**config.mk**
```make
export PLATFORM = sky130hd
export DESIGN_NAME = hybrid_noc_link_rx
export DESIGN_NICKNAME = d
export VERILOG_FILES = /design/src/rtl/hybrid_noc_pkg.sv /design/src/rtl/hybrid_noc_link_rx_fifo.sv /design/src/rtl/hybrid_noc_link_rx.sv
export SDC_FILE = /design/constraint.sdc
export NUM_CORES = 1
export LEC_CHECK = 0
export CAP_MARGIN = 15
export CELL_PAD_IN_SITES_DETAIL_PLACEMENT = 1
export CELL_PAD_IN_SITES_GLOBAL_PLACEMENT = 1
export CORE_AREA = 4 4 146 134
export CTS_CLUSTER_DIAMETER = 120
export DETAILED_ROUTE_END_ITERATION = 10
export DIE_AREA = 0 0 150 138
export GPL_TIMING_DRIVEN = 1
export PLACE_DENSITY_LB_ADDON = 0.1
export SLEW_MARGIN = 30
export SYNTH_ARGS = -nofsm -noshare
export SYNTH_HDL_FRONTEND = slang
export SYNTH_SLANG_ARGS = --single-unit
```
**constraint.sdc**
```tcl
create_clock -name clk_noc -period 4.9 [get_ports clk_noc]
set_input_delay 0.49 -clock clk_noc [delete_from_list [all_inputs] [get_ports clk_noc]]
set_output_delay 0.49 -clock clk_noc [all_outputs]
set_load 0.05 [all_outputs]
```
**src/rtl/hybrid_noc_pkg.sv**
```systemverilog
// Shared definitions for the hybrid TDM/BE NoC link: parity sizing,
// per-byte parity generation and the BE receive state encoding.
package hybrid_noc_pkg;

   // BE receive length-policing states
   typedef enum logic {
      IDLE = 1'b0,
      BODY = 1'b1
   } be_rx_state_e;

   // Number of parity bits carried on the link for a given flit width
   function automatic int parity_bits(input int flit_w, input int enable_fdm);
      return (enable_fdm != 0) ? flit_w / 8 : 0;
   endfunction

   // Even parity per byte of a 32-bit flit: bit i = XOR of byte i
   function automatic logic [3:0] byte_parity(input logic [31:0] d);
      logic [3:0] p;
      p = '0;
      for (int i = 0; i < 4; i++) begin
         p[i] = ^d[8*i +: 8];
      end
      return p;
   endfunction

endpackage

```
**src/rtl/hybrid_noc_link_rx_fifo.sv**
```systemverilog
// Generic first-word-fall-through FIFO with full/empty/count status.
// The head entry is presented on dout whenever the FIFO is non-empty;
// dout reads as zero while empty.
module hybrid_noc_link_rx_fifo #(
   parameter int WIDTH = 33,
   parameter int DEPTH = 4,
   localparam int AW = $clog2(DEPTH),
   localparam int CW = AW + 1
) (
   input  logic             clk,
   input  logic             rst_n,
   input  logic             push,
   input  logic [WIDTH-1:0] din,
   input  logic             pop,
   output logic [WIDTH-1:0] dout,
   output logic             full,
   output logic             empty,
   output logic [CW-1:0]    count
);

   logic [WIDTH-1:0] mem_q [DEPTH];
   logic [AW-1:0]    wr_ptr_q, wr_ptr_d;
   logic [AW-1:0]    rd_ptr_q, rd_ptr_d;
   logic [CW-1:0]    count_q, count_d;
   logic             do_push, do_pop;

   assign full    = (count_q == CW'(DEPTH));
   assign empty   = (count_q == '0);
   assign count   = count_q;
   assign do_push = push & ~full;
   assign do_pop  = pop & ~empty;
   assign dout    = empty ? '0 : mem_q[rd_ptr_q];

   // Pointer and occupancy update; pointers wrap naturally (DEPTH is a power of two)
   always_comb begin
      wr_ptr_d = wr_ptr_q + AW'(do_push);
      rd_ptr_d = rd_ptr_q + AW'(do_pop);
      count_d  = count_q + CW'(do_push) - CW'(do_pop);
   end

   // Control state register
   always_ff @(posedge clk or negedge rst_n) begin
      if (!rst_n) begin
         wr_ptr_q <= '0;
         rd_ptr_q <= '0;
         count_q  <= '0;
      end else begin
         wr_ptr_q <= wr_ptr_d;
         rd_ptr_q <= rd_ptr_d;
         count_q  <= count_d;
      end
   end

   // Storage write; contents need no reset since occupancy gates visibility
   always_ff @(posedge clk) begin
      if (do_push) begin
         mem_q[wr_ptr_q] <= din;
      end
   end

endmodule

```
**src/rtl/hybrid_noc_link_rx.sv**
```systemverilog
// Router-side receiver for one compute-tile link. TDM flits are parity
// checked and forwarded through one register stage without backpressure;
// BE flits are buffered in a FWFT FIFO with packet-length policing.
module hybrid_noc_link_rx
   import hybrid_noc_pkg::*;
#(
   parameter int FLIT_WIDTH       = 32,
   parameter int ENABLE_FDM       = 1,
   parameter int BE_DEPTH         = 4,
   parameter int MAX_BE_PKT_LEN   = 8,
   parameter int FAULTS_PERMANENT = 0,
   localparam int PARITY_BITS = parity_bits(FLIT_WIDTH, ENABLE_FDM),
   localparam int LINK_WIDTH  = FLIT_WIDTH + PARITY_BITS
) (
   input  logic                  clk_noc,
   input  logic                  rst_noc_n,
   input  logic [LINK_WIDTH-1:0] in_flit,
   input  logic                  in_last,
   input  logic                  tdm_in_valid,
   input  logic                  be_in_valid,
   output logic                  be_in_ready,
   output logic [FLIT_WIDTH-1:0] tdm_out_flit,
   output logic                  tdm_out_last,
   output logic                  tdm_out_valid,
   output logic                  tdm_out_err,
   output logic [FLIT_WIDTH-1:0] be_out_flit,
   output logic                  be_out_last,
   output logic                  be_out_valid,
   input  logic                  be_out_ready,
   output logic                  link_error,
   output logic                  proto_error,
   output logic [15:0]           err_count
);

   localparam int BE_W  = FLIT_WIDTH + 1;
   localparam int CNT_W = $clog2(BE_DEPTH) + 1;
   localparam int LEN_W = $clog2(MAX_BE_PKT_LEN + 1);

   logic [FLIT_WIDTH-1:0] tdm_out_flit_q, tdm_out_flit_d;
   logic                  tdm_out_last_q, tdm_out_last_d;
   logic                  tdm_out_valid_q, tdm_out_valid_d;
   logic                  tdm_out_err_q, tdm_out_err_d;
   logic                  link_error_q, link_error_d;
   logic                  proto_error_q, proto_error_d;
   logic [15:0]           err_count_q, err_count_d;
   be_rx_state_e          state_q, state_d;
   logic [LEN_W-1:0]      pkt_cnt_q, pkt_cnt_d;

   logic                  parity_bad, tdm_bad;
   logic                  be_push, be_last_in, len_ovf;
   logic                  fifo_full, fifo_empty;
   logic [CNT_W-1:0]      fifo_count;
   logic [BE_W-1:0]       fifo_dout;

   // Parity bits exist only when FDM is enabled; otherwise nothing to check
   if (ENABLE_FDM != 0) begin : g_parity
      assign parity_bad = |(byte_parity(in_flit[FLIT_WIDTH-1:0]) ^ in_flit[LINK_WIDTH-1:FLIT_WIDTH]);
   end else begin : g_no_parity
      assign parity_bad = 1'b0;
   end

   assign tdm_bad     = tdm_in_valid & parity_bad;
   assign be_in_ready = (fifo_count != CNT_W'(BE_DEPTH));
   assign be_push     = be_in_valid & ~fifo_full & ~tdm_in_valid;

   // TDM register, error accounting and BE length policing
   always_comb begin
      tdm_out_flit_d  = tdm_out_flit_q;
      tdm_out_last_d  = tdm_out_last_q;
      tdm_out_valid_d = tdm_in_valid;
      tdm_out_err_d   = tdm_bad;
      err_count_d     = err_count_q;
      state_d         = state_q;
      pkt_cnt_d       = pkt_cnt_q;
      be_last_in      = in_last;
      len_ovf         = 1'b0;

      if (tdm_in_valid) begin
         tdm_out_flit_d = in_flit[FLIT_WIDTH-1:0];
         tdm_out_last_d = in_last;
      end
      if (tdm_bad && (err_count_q != 16'hFFFF)) begin
         err_count_d = err_count_q + 16'd1;
      end
      link_error_d = (FAULTS_PERMANENT != 0) ? (link_error_q | tdm_bad) : tdm_bad;

      if (be_push) begin
         if (in_last) begin
            state_d   = IDLE;
            pkt_cnt_d = '0;
         end else if (pkt_cnt_q == LEN_W'(MAX_BE_PKT_LEN - 1)) begin
            // Overlong packet: terminate it here so downstream sees a framed packet
            len_ovf    = 1'b1;
            be_last_in = 1'b1;
            state_d    = IDLE;
            pkt_cnt_d  = '0;
         end else begin
            state_d   = BODY;
            pkt_cnt_d = pkt_cnt_q + LEN_W'(1);
         end
      end

      proto_error_d = (tdm_in_valid & be_in_valid) | len_ovf;
   end

   // State register
   always_ff @(posedge clk_noc or negedge rst_noc_n) begin
      if (!rst_noc_n) begin
         tdm_out_flit_q  <= '0;
         tdm_out_last_q  <= 1'b0;
         tdm_out_valid_q <= 1'b0;
         tdm_out_err_q   <= 1'b0;
         link_error_q    <= 1'b0;
         proto_error_q   <= 1'b0;
         err_count_q     <= '0;
         state_q         <= IDLE;
         pkt_cnt_q       <= '0;
      end else begin
         tdm_out_flit_q  <= tdm_out_flit_d;
         tdm_out_last_q  <= tdm_out_last_d;
         tdm_out_valid_q <= tdm_out_valid_d;
         tdm_out_err_q   <= tdm_out_err_d;
         link_error_q    <= link_error_d;
         proto_error_q   <= proto_error_d;
         err_count_q     <= err_count_d;
         state_q         <= state_d;
         pkt_cnt_q       <= pkt_cnt_d;
      end
   end

   hybrid_noc_link_rx_fifo #(
      .WIDTH (BE_W),
      .DEPTH (BE_DEPTH)
   ) u_be_fifo (
      .clk   (clk_noc),
      .rst_n (rst_noc_n),
      .push  (be_push),
      .din   ({be_last_in, in_flit[FLIT_WIDTH-1:0]}),
      .pop   (be_out_ready),
      .dout  (fifo_dout),
      .full  (fifo_full),
      .empty (fifo_empty),
      .count (fifo_count)
   );

   assign tdm_out_flit  = tdm_out_flit_q;
   assign tdm_out_last  = tdm_out_last_q;
   assign tdm_out_valid = tdm_out_valid_q;
   assign tdm_out_err   = tdm_out_err_q;
   assign link_error    = link_error_q;
   assign proto_error   = proto_error_q;
   assign err_count     = err_count_q;
   assign be_out_flit   = fifo_dout[FLIT_WIDTH-1:0];
   assign be_out_last   = fifo_dout[FLIT_WIDTH];
   assign be_out_valid  = ~fifo_empty;

endmodule

```
==> results of run 1 <==
metal layers:
| metal | global-route usage [%] | wire length, um |
|---|---|---|
| met5 | 0 | 13 |
| met2 | 30.0 | 8980 |
| met1 | 22.3 | 7290 |
| met4 | 3.51 | 125 |
| met3 | 5.20 | 804 |
layout by cell type (no fill, tap or decap), types with 2 or more instances in the layout:
| cell | netlist | final |
|---|---|---|
| nor3_1 | 8 | 6 |
| nand2b_1 | 2 | 2 |
| xnor2_2 | 2 | 2 |
| edfxtp_1 | 132 | 132 |
| clkdlybuf4s50_1 | 0 | 127 |
| nor2_1 | 8 | 7 |
| nand3_1 | 4 | 4 |
| and3_1 | 3 | 2 |
| buf_4 | 2 | 8 |
| ha_1 | 6 | 6 |
| xnor3_1 | 4 | 4 |
| inv_6 | 0 | 3 |
| nor3_2 | 0 | 2 |
| mux4_2 | 33 | 33 |
| nand2_1 | 12 | 12 |
| clkinvlp_4 | 0 | 2 |
| mux2_2 | 34 | 34 |
| nor3b_1 | 3 | 2 |
| clkbuf_16 | 0 | 17 |
| xor2_1 | 18 | 18 |
| xnor2_1 | 23 | 23 |
| inv_1 | 11 | 11 |
| clkinv_4 | 0 | 2 |
| clkinv_1 | 0 | 5 |
| nor2b_1 | 34 | 34 |
| dfrtp_2 | 0 | 2 |
| a21o_1 | 2 | 2 |
| o21ai_0 | 3 | 3 |
| nor4_1 | 5 | 5 |
| dfrtp_1 | 63 | 61 |
state kept, by name (all words and copies together), names as in the netlist:
name                flops
u_be_fifo.mem_q       132
u_be_fifo.wr_ptr_q      2
u_be_fifo.rd_ptr_q      2
pkt_cnt_q               4
link_error              1
tdm_out_flit           32
err_count              16
u_be_fifo.count         3
proto_error             1
tdm_out_valid           1
tdm_out_last            1
final timing paths:
kind / startpoint / to / slack [ps] / depth (start not counted)
max in group asynchronous: rst_noc_n / u_be_fifo.rd_ptr_q[1] / 4390 / 1
worst min-delay path: rst_noc_n / tdm_out_flit[20] / 60 / 1
worst max-delay path: u_be_fifo.rd_ptr_q[0] / be_out_flit[1] / 1360 / 4
worst max register to register: u_be_fifo.count[1] / u_be_fifo.mem_q[2][7] / 2230 / 8
min in group clk_noc: err_count[9] / err_count[9] / 490 / 1
worst min register to register: err_count[9] / err_count[9] / 490 / 1
metrics by stage:
stage	util (%)	hold slack (ps)	cell area (sq um)
after floorplan	-	194	7940
final	55.6	61.0	10100
after global routing	55.6	97.9	10100
after global placement	52.7	481	9540
after detailed placement	52.7	489	9540
after CTS	55.6	205	10100
cells by family (layout without fill, tap and decap cells):
family                     after synthesis  in the layout  synth area share (%)
DFF                                    195            195                  69.7
and+or+nand+nor                         86             86                  6.17
muxes                                   68             68                  14.3
xor gates and xnor gates                47             47                  6.06
buffers and inverters                   29            180                  1.53
AOI/OAI and AO/OA                        9              9                 0.992
adders and majority gates                7              7                  1.20
critical path, delay by kind of cell (launching register included):
kind	cells	cell delay, ps
buffers and inverters	2	1250
DFF	1	650
muxes	1	560
and+or+nand+nor	1	150
power by group through the flow:
stage	clock network (mW)	logic, mW	registers, mW
2_1_floorplan	0	1.59	2.42
3_3_place_gp	0	2.60	2.27
4_1_cts	1.29	2.65	2.26
3_5_place_dp	0	2.64	2.28
5_1_grt	1.36	2.74	2.29
6_report	1.25	2.60	2.25
cell type report:
cell class / count / area, sq um / area share, %
Sequential cell: 195 / 5540 / 55.0
Multi-Input combinational cell: 217 / 2310 / 22.9
Timing Repair Buffer: 137 / 1350 / 13.4
Clock buffer: 19 / 443 / 4.40
Tap cell: 245 / 307 / 3.04
Clock inverter: 13 / 82.6 / 0.820
Inverter: 11 / 41.3 / 0.410
==> results by group, run 1 <==
Finish
  – Cell Count, Final, Fillers Out: 837
  – N_diodes: 0
  – Filler cells: 1705
  – Area delta synth->final: 26.8%
  – Final #Nets: 628
  – Share of cells above drive strength 1: 19.4%

Clocking
  – CTS buffer count: 17
  – Clock Path Buffers: 2
  – CTS tree: yes
  – Htree depth: 4
  – Clock Latency Late Sink: 420 ps
  – Number of hold buffers added after cts: 0
  – Sink Count: 195
  – Root buf cell: clkbuf_16
  – Setup bufs post-CTS: 0
  – Clk pin slew, worst setup/hold paths: 70 ps
  – Post-CTS resize count: 0

Timing
  – Highest clock rate: 283 MHz
  – Post-route setup slack: 1360 ps
  – Total Neg Setup Slack: 0 ps
  – Worst Tran Pin Value: 940 ps
  – Final period util: 72.2%
  – Worst Skew: 7.39 ps
  – Min Tclk post-route: 3540 ps
  – Slew margin rel.: 37.1%
  – Final hold viol count: 0
  – Final Max Slew Viols: 0
  – RSZ-0062 raised after global routing: no
  – Final setup viols: 0

Placed design
  – DP Wirelength: 11.0 mm
  – RD Place Congestion: 0.700
  – Post-Place Cells: 805
  – PortBufs: 129
  – Pre-CTS setup slack: 1470 ps

Global route
  – Vias in the first global route: 5010
  – Pin count of the biggest net entering global routing: 64
  – Initial antenna violation count: 1
  – Overflow after GRT: 0
  – First-pass GRT wire length: 27.7 mm
  – GRT Overall Usage: 17.5%

Pwr
  – Combinational share of power: 42.6%
  – Static Leak: 3.61 nW
  – Clock Power Share: 20.5%
  – Final Power: 6.10 mW
  – Power per cell area: 605 nW/um^2
  – Int Pwr: 3.67 mW
  – NetSw: 2.43 mW
  – Switching Share: 39.8%
  – Sequential power share: 36.9%
  – Peak supply drop: 0.341 mV

Logic synthesis
  – Post-Synthesis Cells: 441
  – Distinct cell type count after synthesis: 38
  – Top-area cell type share of the netlist area: 49.9%
  – Syn Area/Cell: 18.0 sq um
  – Synth warn: 0
  – Area leader, netlist: edfxtp_1
  – Asr flop ratio synth: 32.3%
  – Top cells by area, synth: edfxtp_1 (50%), dfrtp_1 (20%), mux4_2 (9.4%)
  – Net Count, Synth: 490
  – Most used flip-flop cell after synthesis: edfxtp_1
  – Synth top cells by count: edfxtp_1 (132), dfrtp_1 (63), mux2_2 (34), nor2b_1 (34), mux4_2 (33)
  – Post-synthesis sequential area ratio: 69.7%
  – Post-synth EDFFs: 132
  – Seq cells post-synth: 195
  – Count leader, synth: edfxtp_1
  – Mapped Area: 7940 sq um

Drt
  – Avg WL per Cell: 20.6 um
  – Initial DRC count: 153
  – Detail Route Antenna Nets: 0
  – Vias/cell: 5.10
  – First-pass DRT Iterations: 4
  – Vias: 4270
  – DR DRC count: 0
  – WL final: 17.2 mm

Worst setup path
  – Max Fanout on Critical Path: 22
  – Worst path required time: 4410 ps
  – Critical Path Start Type: register
  – WS Path Type: register to output port
  – Critical path arrival: 3050 ps
  – Critical path's largest stage delay: 750 ps
  – CP cell instances: buf_4 > mux4_2 > nor2b_1 > clkdlybuf4s50_1
  – Slowest CP cell: clkdlybuf4s50_1
  – Crit end category: output port

Floorplanning
  – Die H: 138 um
  – Boundary Pins: 130
  – Die Width: 150 um
  – Placeable core area: 18100 sq um
  – Rows: 47
  – Die ar.: 20700 sq um
  – Initial core utilization: 43.9%

Status
  – Status: finished, final reports clean

Hold path
  – Min-delay worst type: input port to asynchronous set/reset pin

Job
  – Total of max-cap violations: 0
Note: power is estimated with default switching activity, not from simulation.
==> run 2, diff against run 1 <==
--- a/config.mk
+++ b/config.mk
@@ -8,10 +8,10 @@
 export CAP_MARGIN = 15
 export CELL_PAD_IN_SITES_DETAIL_PLACEMENT = 1
 export CELL_PAD_IN_SITES_GLOBAL_PLACEMENT = 1
-export CORE_AREA = 4 4 146 134
+export CORE_AREA = 4 4 152 140
 export CTS_CLUSTER_DIAMETER = 120
 export DETAILED_ROUTE_END_ITERATION = 10
-export DIE_AREA = 0 0 150 138
+export DIE_AREA = 0 0 156 144
 export GPL_TIMING_DRIVEN = 1
 export PLACE_DENSITY_LB_ADDON = 0.1
 export SLEW_MARGIN = 30
==> constraint.sdc (replaced) <==
create_clock -name clk_noc -period 2.87 [get_ports clk_noc]
set_input_delay 0.287 -clock clk_noc [delete_from_list [all_inputs] [get_ports clk_noc]]
set_output_delay 0.287 -clock clk_noc [all_outputs]
set_load 0.05 [all_outputs]
==> results by group, run 2 (same netlist as run 1, synthesis figures left out) <==
Timing
  – Highest clock rate: 365 MHz
  – Final hold viol count: 0 (unchanged)
  – Post-route setup slack: 128 ps (was 1360 ps)
  – Total Neg Setup Slack: 0 ps (unchanged)
  – Final setup viols: 0 (unchanged)
  – RSZ-0062 raised after global routing: no (unchanged)
  – Slew margin rel.: 58.0% (was 37.1%)
  – Worst Tran Pin Value: 629 ps (was 940 ps)
  – Min Tclk post-route: 2740 ps
  – Final Max Slew Viols: 0 (unchanged)
  – Final period util: 95.5%
  – Worst Skew: 7.94 ps (was 7.39 ps)

Floorplanning
  – Rows: 49 (was 47)
  – Placeable core area: 19700 sq um (was 18100 sq um)
  – Initial core utilization: 40.4% (was 43.9%)
  – Boundary Pins: 130 (unchanged)
  – Die Width: 156 um (was 150 um)
  – Die H: 144 um (was 138 um)
  – Die ar.: 22500 sq um (was 20700 sq um)

Global route
  – Vias in the first global route: 4945 (was 5010)
  – First-pass GRT wire length: 27.5 mm (was 27.7 mm)
  – Initial antenna violation count: 0 (was 1)
  – Overflow after GRT: 0 (unchanged)
  – Pin count of the biggest net entering global routing: 64 (unchanged)
  – GRT Overall Usage: 16.3% (was 17.5%)

Worst setup path
  – Crit end category: output port (unchanged)
  – Critical path's largest stage delay: 820 ps (was 750 ps)
  – Reg2reg path depth: 9 (was 8)
  – CP top delay family: buffers and inverters (unchanged)
  – Reg2reg end: u_be_fifo.count[2] (was u_be_fifo.mem_q[2][7])
  – R2R setup slack: 400 ps (was 2230 ps)
  – Max Fanout on Critical Path: 15 (was 22)
  – Worst path required time: 2580 ps (was 4410 ps)
  – Worst path bufs/invs: 2 (unchanged)
  – Reg2reg start: u_be_fifo.count[1] (unchanged)
  – Critical path arrival: 2450 ps (was 3050 ps)
  – WS Path Type: register to output port (unchanged)
  – Slowest CP cell: clkdlybuf4s50_1 (unchanged)
  – Critical path depth: 4 (unchanged)
  – Critical Path Start Type: register (unchanged)
  – CP cell instances: buf_4 > mux4_2 > nor2b_1 > clkdlybuf4s50_1 (unchanged)

Placed design
  – Dpl cell area: 9730 sq um (was 9540 sq um)
  – RD Place Congestion: 0.711 (was 0.700)
  – Pre-CTS setup slack: -64.6 ps (was 1470 ps)
  – Post-Place Cells: 837 (was 805)
  – PortBufs: 129 (unchanged)
  – DP Wirelength: 11.5 mm (was 11.0 mm)

Finish
  – Share of cells above drive strength 1: 24.6% (was 19.4%)
  – Post-route cell area: 10300 sq um (was 10100 sq um)
  – N_diodes: 0 (unchanged)
  – Footprint of the multi-input gates: 2320 sq um (was 2310 sq um)
  – Final #Nets: 651 (was 628)
  – Largest Register: u_be_fifo.mem_q (unchanged)
  – Max reg flops: 132 (unchanged)
  – Area delta synth->final: 30.2% (was 26.8%)
  – Cell Count, Final, Fillers Out: 870 (was 837)
  – Area taken by flip-flops and latches: 5540 sq um (unchanged)
  – Most frequent cells in the layout: edfxtp_1 (132), clkdlybuf4s50_1 (115), dfrtp_1 (61) (was edfxtp_1 (132), clkdlybuf4s50_1 (127), dfrtp_1 (61))
  – Most common cell after layout, fill and taps aside: edfxtp_1 (unchanged)
  – Filler cells: 1830 (was 1705)

Job
  – Total of max-cap violations: 0 (unchanged)

Clocking
  – Root buf cell: clkbuf_16 (unchanged)
  – Clk pin slew, worst setup/hold paths: 70 ps (about the same)
  – Sink Count: 195 (unchanged)
  – Htree depth: 4 (unchanged)
  – CTS tree: yes (unchanged)
  – Clock Latency Late Sink: 430 ps (was 420 ps)
  – Setup bufs post-CTS: 0 (unchanged)
  – Clock Path Buffers: 2 (unchanged)
  – CTS buffer count: 17 (unchanged)

Hold path
  – Hold path depth: 5
  – Min-delay worst type: input port to register (was input port to asynchronous set/reset pin)
  – Hold Startpoint: tdm_in_valid
  – Hold Path End: link_error

Status
  – Status: finished, final reports clean (unchanged)

Drt
  – Initial DRC count: 165 (was 153)
  – Avg WL per Cell: 20.1 um (was 20.6 um)
  – First-pass DRT Iterations: 4 (unchanged)
  – Detail Route Antenna Nets: 0 (unchanged)
  – DR DRC count: 0 (unchanged)
  – Vias: 4381 (was 4270)
  – Vias/cell: 5.04 (was 5.10)
  – WL final: 17.5 mm (was 17.2 mm)

Pwr
  – Peak supply drop: 0.734 mV (was 0.341 mV)
  – Static Leak: 3.80 nW (was 3.61 nW)
  – Final Power: 10.8 mW (was 6.10 mW)
  – Power per cell area: 1040 nW/um^2 (was 605 nW/um^2)
[run 2: cell types whose count changed in the layout (fill, tap and decap cells not counted), moves of 2 or more]
cell	before	now
clkdlybuf4s50_1	127	115
buf_12	0	2
clkinv_2	1	3
clkinv_1	5	1
bufinv_16	0	3
buf_4	8	38
[run 2: cell type report]
type,count,share of cell area (%)
Multi-Input combinational cell,217,22.4
Sequential cell,195,53.6
Inverter,11,0.399
Timing Repair Buffer,160,14.8
Clock buffer,19,4.19
Tap cell,255,3.09
Clock inverter,13,1.55
[run 2: power by group]
part	internal (mW)	total (mW)	switching (mW)	leakage (nW)
clock network	1.37	2.40	1.03	0.289
logic	1.77	4.64	2.87	1.57
registers	3.43	3.71	0.278	1.94
total	6.58	10.8	4.18	3.80
[run 2: how the worst max path moves through the flow]
stage                           from               endpoint  slack, ps
3_5_place_dp             in_flit[10]          err_count[14]        -60
5_1_grt        u_be_fifo.rd_ptr_q[1]        be_out_flit[13]          6
4_1_cts        u_be_fifo.rd_ptr_q[1]        be_out_flit[15]         70
2_1_floorplan     u_be_fifo.count[1]  u_be_fifo.mem_q[2][0]         60
6_report       u_be_fifo.rd_ptr_q[1]        be_out_flit[15]        130
3_3_place_gp             in_flit[10]           err_count[6]        -50
[run 2: repair_timing]
item,CTS,global route
gates resized for setup,0,2
endpoints found under the hold margin,1,0
hold buffers,1,0
setup endpoints to repair,0,3
[run 2: tightest hold or removal path: stages]
cell and delay, ps:
buf_2 150, o41ai_4 80, buf_12 120, buf_4 130
inv_1 40
[run 2: stage by stage]
stage	hold slack, ps	utilization, %
floorplan	-8.59	-
global placement	459	49.4
detailed placement	474	49.4
CTS	397	52.5
global route	405	52.5
finish	412	52.5
[run 2: metal layers]
layer / part of all wire [%] / track usage, % / routed length, um / up-vias
li1: - / - / - / 1970
met1: 45 / 21.7 / 7960 / 2304
met2: 49 / 27.0 / 8650 / 96
met3: 4.3 / 4.28 / 760 / 11
met4: 0.84 / 4.15 / 148 / 0
met5: 0 / 0 / 0 / -
==> run 3, diff against run 2 <==
--- a/config.mk
+++ b/config.mk
@@ -8,10 +8,10 @@
 export CAP_MARGIN = 15
 export CELL_PAD_IN_SITES_DETAIL_PLACEMENT = 1
 export CELL_PAD_IN_SITES_GLOBAL_PLACEMENT = 1
-export CORE_AREA = 4 4 152 140
+export CORE_AREA = 2 2 150 138
 export CTS_CLUSTER_DIAMETER = 120
 export DETAILED_ROUTE_END_ITERATION = 10
-export DIE_AREA = 0 0 156 144
+export DIE_AREA = 0 0 152 140
 export GPL_TIMING_DRIVEN = 1
 export PLACE_DENSITY_LB_ADDON = 0.1
 export SLEW_MARGIN = 30
==> results by group, run 3 (same netlist as run 1, synthesis figures left out) <==
Status
  – Status: finished, violations left (was finished, final reports clean)
  – Failing checks: negative hold slack

Clocking
  – Clock Path Buffers: 2 (unchanged)
  – Htree depth: 4 (unchanged)
  – CTS buffer count: 17 (unchanged)
  – Number of hold buffers added after cts: 0 (was 1)
  – Root buf cell: clkbuf_16 (unchanged)
  – Clk pin slew, worst setup/hold paths: 70 ps (about the same)
  – Sink Count: 195 (unchanged)
  – Setup bufs post-CTS: 0 (unchanged)
  – CTS tree: yes (unchanged)
  – Clock Latency Late Sink: 430 ps (about the same)
  – Post-CTS resize count: 0 (unchanged)

Drt
  – Vias: 4341 (was 4381)
  – First-pass DRT Iterations: 4 (unchanged)
  – WL final: 17.1 mm (was 17.5 mm)
  – DR DRC count: 0 (unchanged)
  – Avg WL per Cell: 19.7 um (was 20.1 um)
  – Detail Route Antenna Nets: 0 (unchanged)
  – Vias/cell: 5.01 (was 5.04)
  – Initial DRC count: 220 (was 165)

Global route
  – Initial antenna violation count: 1 (was 0)
  – Vias in the first global route: 4806 (was 4945)
  – Pin count of the biggest net entering global routing: 64 (unchanged)
  – First-pass GRT wire length: 27.2 mm (was 27.5 mm)
  – GRT Overall Usage: 16.9% (was 16.3%)
  – Overflow after GRT: 0 (unchanged)

Finish
  – Final #Nets: 648 (was 651)
  – Max reg flops: 132 (unchanged)
  – Share of cells above drive strength 1: 27.9% (was 24.6%)
  – Largest Register: u_be_fifo.mem_q (unchanged)
  – Area delta synth->final: 28.9% (was 30.2%)
  – Most common cell after layout, fill and taps aside: edfxtp_1 (unchanged)
  – Finished Core Util: 52.0% (was 52.5%)
  – Filler cells: 1851 (was 1830)
  – N_diodes: 0 (unchanged)
  – Most frequent cells in the layout: edfxtp_1 (132), clkdlybuf4s50_1 (94), dfrtp_1 (61) (was edfxtp_1 (132), clkdlybuf4s50_1 (115), dfrtp_1 (61))
  – Post-route cell area: 10200 sq um (was 10300 sq um)
  – Cell Count, Final, Fillers Out: 867 (was 870)

Timing
  – Final Max Slew Viols: 0 (unchanged)
  – Post-route setup slack: 419 ps (was 128 ps)
  – Final hold viol count: 40 (was 0)
  – Final setup viols: 0 (unchanged)
  – Worst Skew: 18.0 ps (was 7.94 ps)
  – RSZ-0062 raised after global routing: no (unchanged)
  – WHS: -26.4 ps (was 412 ps)
  – Highest clock rate: 408 MHz (was 365 MHz)
  – Worst Tran Pin Value: 873 ps (was 629 ps)
  – Final period util: 85.4% (was 95.5%)
  – Slew margin rel.: 41.8% (was 58.0%)
  – Min Tclk post-route: 2450 ps (was 2740 ps)

Pwr
  – Power per cell area: 1030 nW/um^2 (was 1040 nW/um^2)
  – Clock Power Share: 22.1% (was 22.3%)
  – Combinational share of power: 42.7% (was 43.2%)
  – NetSw: 4.17 mW (was 4.18 mW)
  – Switching Share: 39.4% (was 38.8%)
  – Sequential power share: 35.2% (was 34.5%)
  – Int Pwr: 6.42 mW (was 6.58 mW)
  – Static Leak: 3.78 nW (was 3.80 nW)
  – Peak supply drop: 0.649 mV (was 0.734 mV)

Floorplanning
  – Initial core utilization: 40.4% (unchanged)
  – Placeable core area: 19700 sq um (unchanged)
  – Die H: 140 um (was 144 um)
  – Boundary Pins: 130 (unchanged)
  – Rows: 49 (unchanged)
  – Die ar.: 21300 sq um (was 22500 sq um)
  – Die Width: 152 um (was 156 um)

Worst setup path
  – Critical path's largest stage delay: 700 ps (was 820 ps)
  – Max Fanout on Critical Path: 14 (was 15)
  – Critical Path Start Type: register (unchanged)
  – CP cell instances: nor3_2 > buf_4 > inv_1 > clkdlybuf4s50_1 (was buf_4 > mux4_2 > nor2b_1 > clkdlybuf4s50_1)
  – CP top delay family: buffers and inverters (unchanged)
  – Crit end category: output port (unchanged)
  – Worst path bufs/invs: 3 (was 2)
  – Worst path required time: 2580 ps (about the same)
  – WS Path Type: register to output port (unchanged)
  – Critical path arrival: 2160 ps (was 2450 ps)
  – Slowest CP cell: clkdlybuf4s50_1 (unchanged)

Placed design
  – DP Wirelength: 11.0 mm (was 11.5 mm)
  – Pre-CTS setup slack: -32.0 ps (was -64.6 ps)
  – RD Place Congestion: 0.699 (was 0.711)
  – Dpl cell area: 9660 sq um (was 9730 sq um)
  – Post-Place Cells: 835 (was 837)
  – PortBufs: 129 (unchanged)

Hold path
  – Min-delay worst type: input port to asynchronous set/reset pin (was input port to register)

Job
  – Total of max-cap violations: 0 (unchanged)
## run 3: changes by cell type in the layout (fill, tap and decap cells not counted), sizes merged
| cell | previous run | this run |
|---|---|---|
| clkbuf | 19 | 21 |
| inv | 13 | 14 |
| dlygate4sd3 | 1 | 0 |
| buf | 43 | 63 |
| clkinvlp | 1 | 3 |
| bufinv | 3 | 2 |
| clkinv | 7 | 3 |
| dlymetal6s2s | 1 | 0 |
| clkdlybuf4s50 | 115 | 94 |
## run 3: per-stage QoR
stage / TNS [ps] / hold WS (ps) / total power, mW
2_1_floorplan: 0 / -8.59 / 6.86
3_3_place_gp: -34.8 / 454 / 8.31
3_5_place_dp: -32.0 / 475 / 8.39
4_1_cts: 0 / 0.412 / 10.8
5_1_grt: 0 / 26.2 / 11.1
6_report: 0 / -26.4 / 10.6
## run 3: metal layers
metal / vias to the layer above / global-route usage (%) / part of all wire (%)
li1: 1967 / - / -
met1: 2268 / 20.9 / 43
met2: 88 / 29.1 / 51
met3: 16 / 4.86 / 4.2
met4: 2 / 4.72 / 1.1
met5: - / 0 / 0.059
## run 3: cell type report
| type | count | area, sq um | share of cell area [%] |
|---|---|---|---|
| inverters | 11 | 41.3 | 0.403 |
| flip-flops and latches | 195 | 5540 | 54.1 |
| multi-input cells | 217 | 2320 | 22.6 |
| clock inverters | 11 | 129 | 1.26 |
| repair buffers | 157 | 1440 | 14.0 |
| well taps | 255 | 319 | 3.12 |
| clock buffers | 21 | 450 | 4.40 |
## run 3: worst register-to-register path, stage by stage (launching register included)
cell,delay [ps]
dfrtp_1,430
nor2_1,60
and2_1,160
inv_1,80
nand3b_1,90
inv_1,150
and3_2,480
buf_4,340
## run 3: worst paths after layout
| check | startpoint | to | slack, ps | cells past startpoint |
|---|---|---|---|---|
| setup reg to reg | u_be_fifo.count[1] | u_be_fifo.mem_q[3][29] | 750 | 7 |
| hold / removal | rst_noc_n | tdm_out_flit[21] | -30 | 1 |
| setup / recovery | u_be_fifo.count[2] | be_out_valid | 420 | 4 |
| max in group asynchronous | rst_noc_n | u_be_fifo.rd_ptr_q[0] | 2280 | 1 |
| min in group clk_noc | tdm_in_valid | err_count[12] | 410 | 5 |
| hold reg to reg | err_count[11] | err_count[11] | 490 | 1 |
## run 3: power groups by stage
stage | logic (mW) | clock network, mW | registers (mW)
floorplan | 2.72 | 0 | 4.13
global placement | 4.55 | 0 | 3.76
detailed placement | 4.59 | 0 | 3.79
CTS | 4.62 | 2.42 | 3.74
global route | 4.79 | 2.51 | 3.78
finish | 4.52 | 2.34 | 3.73
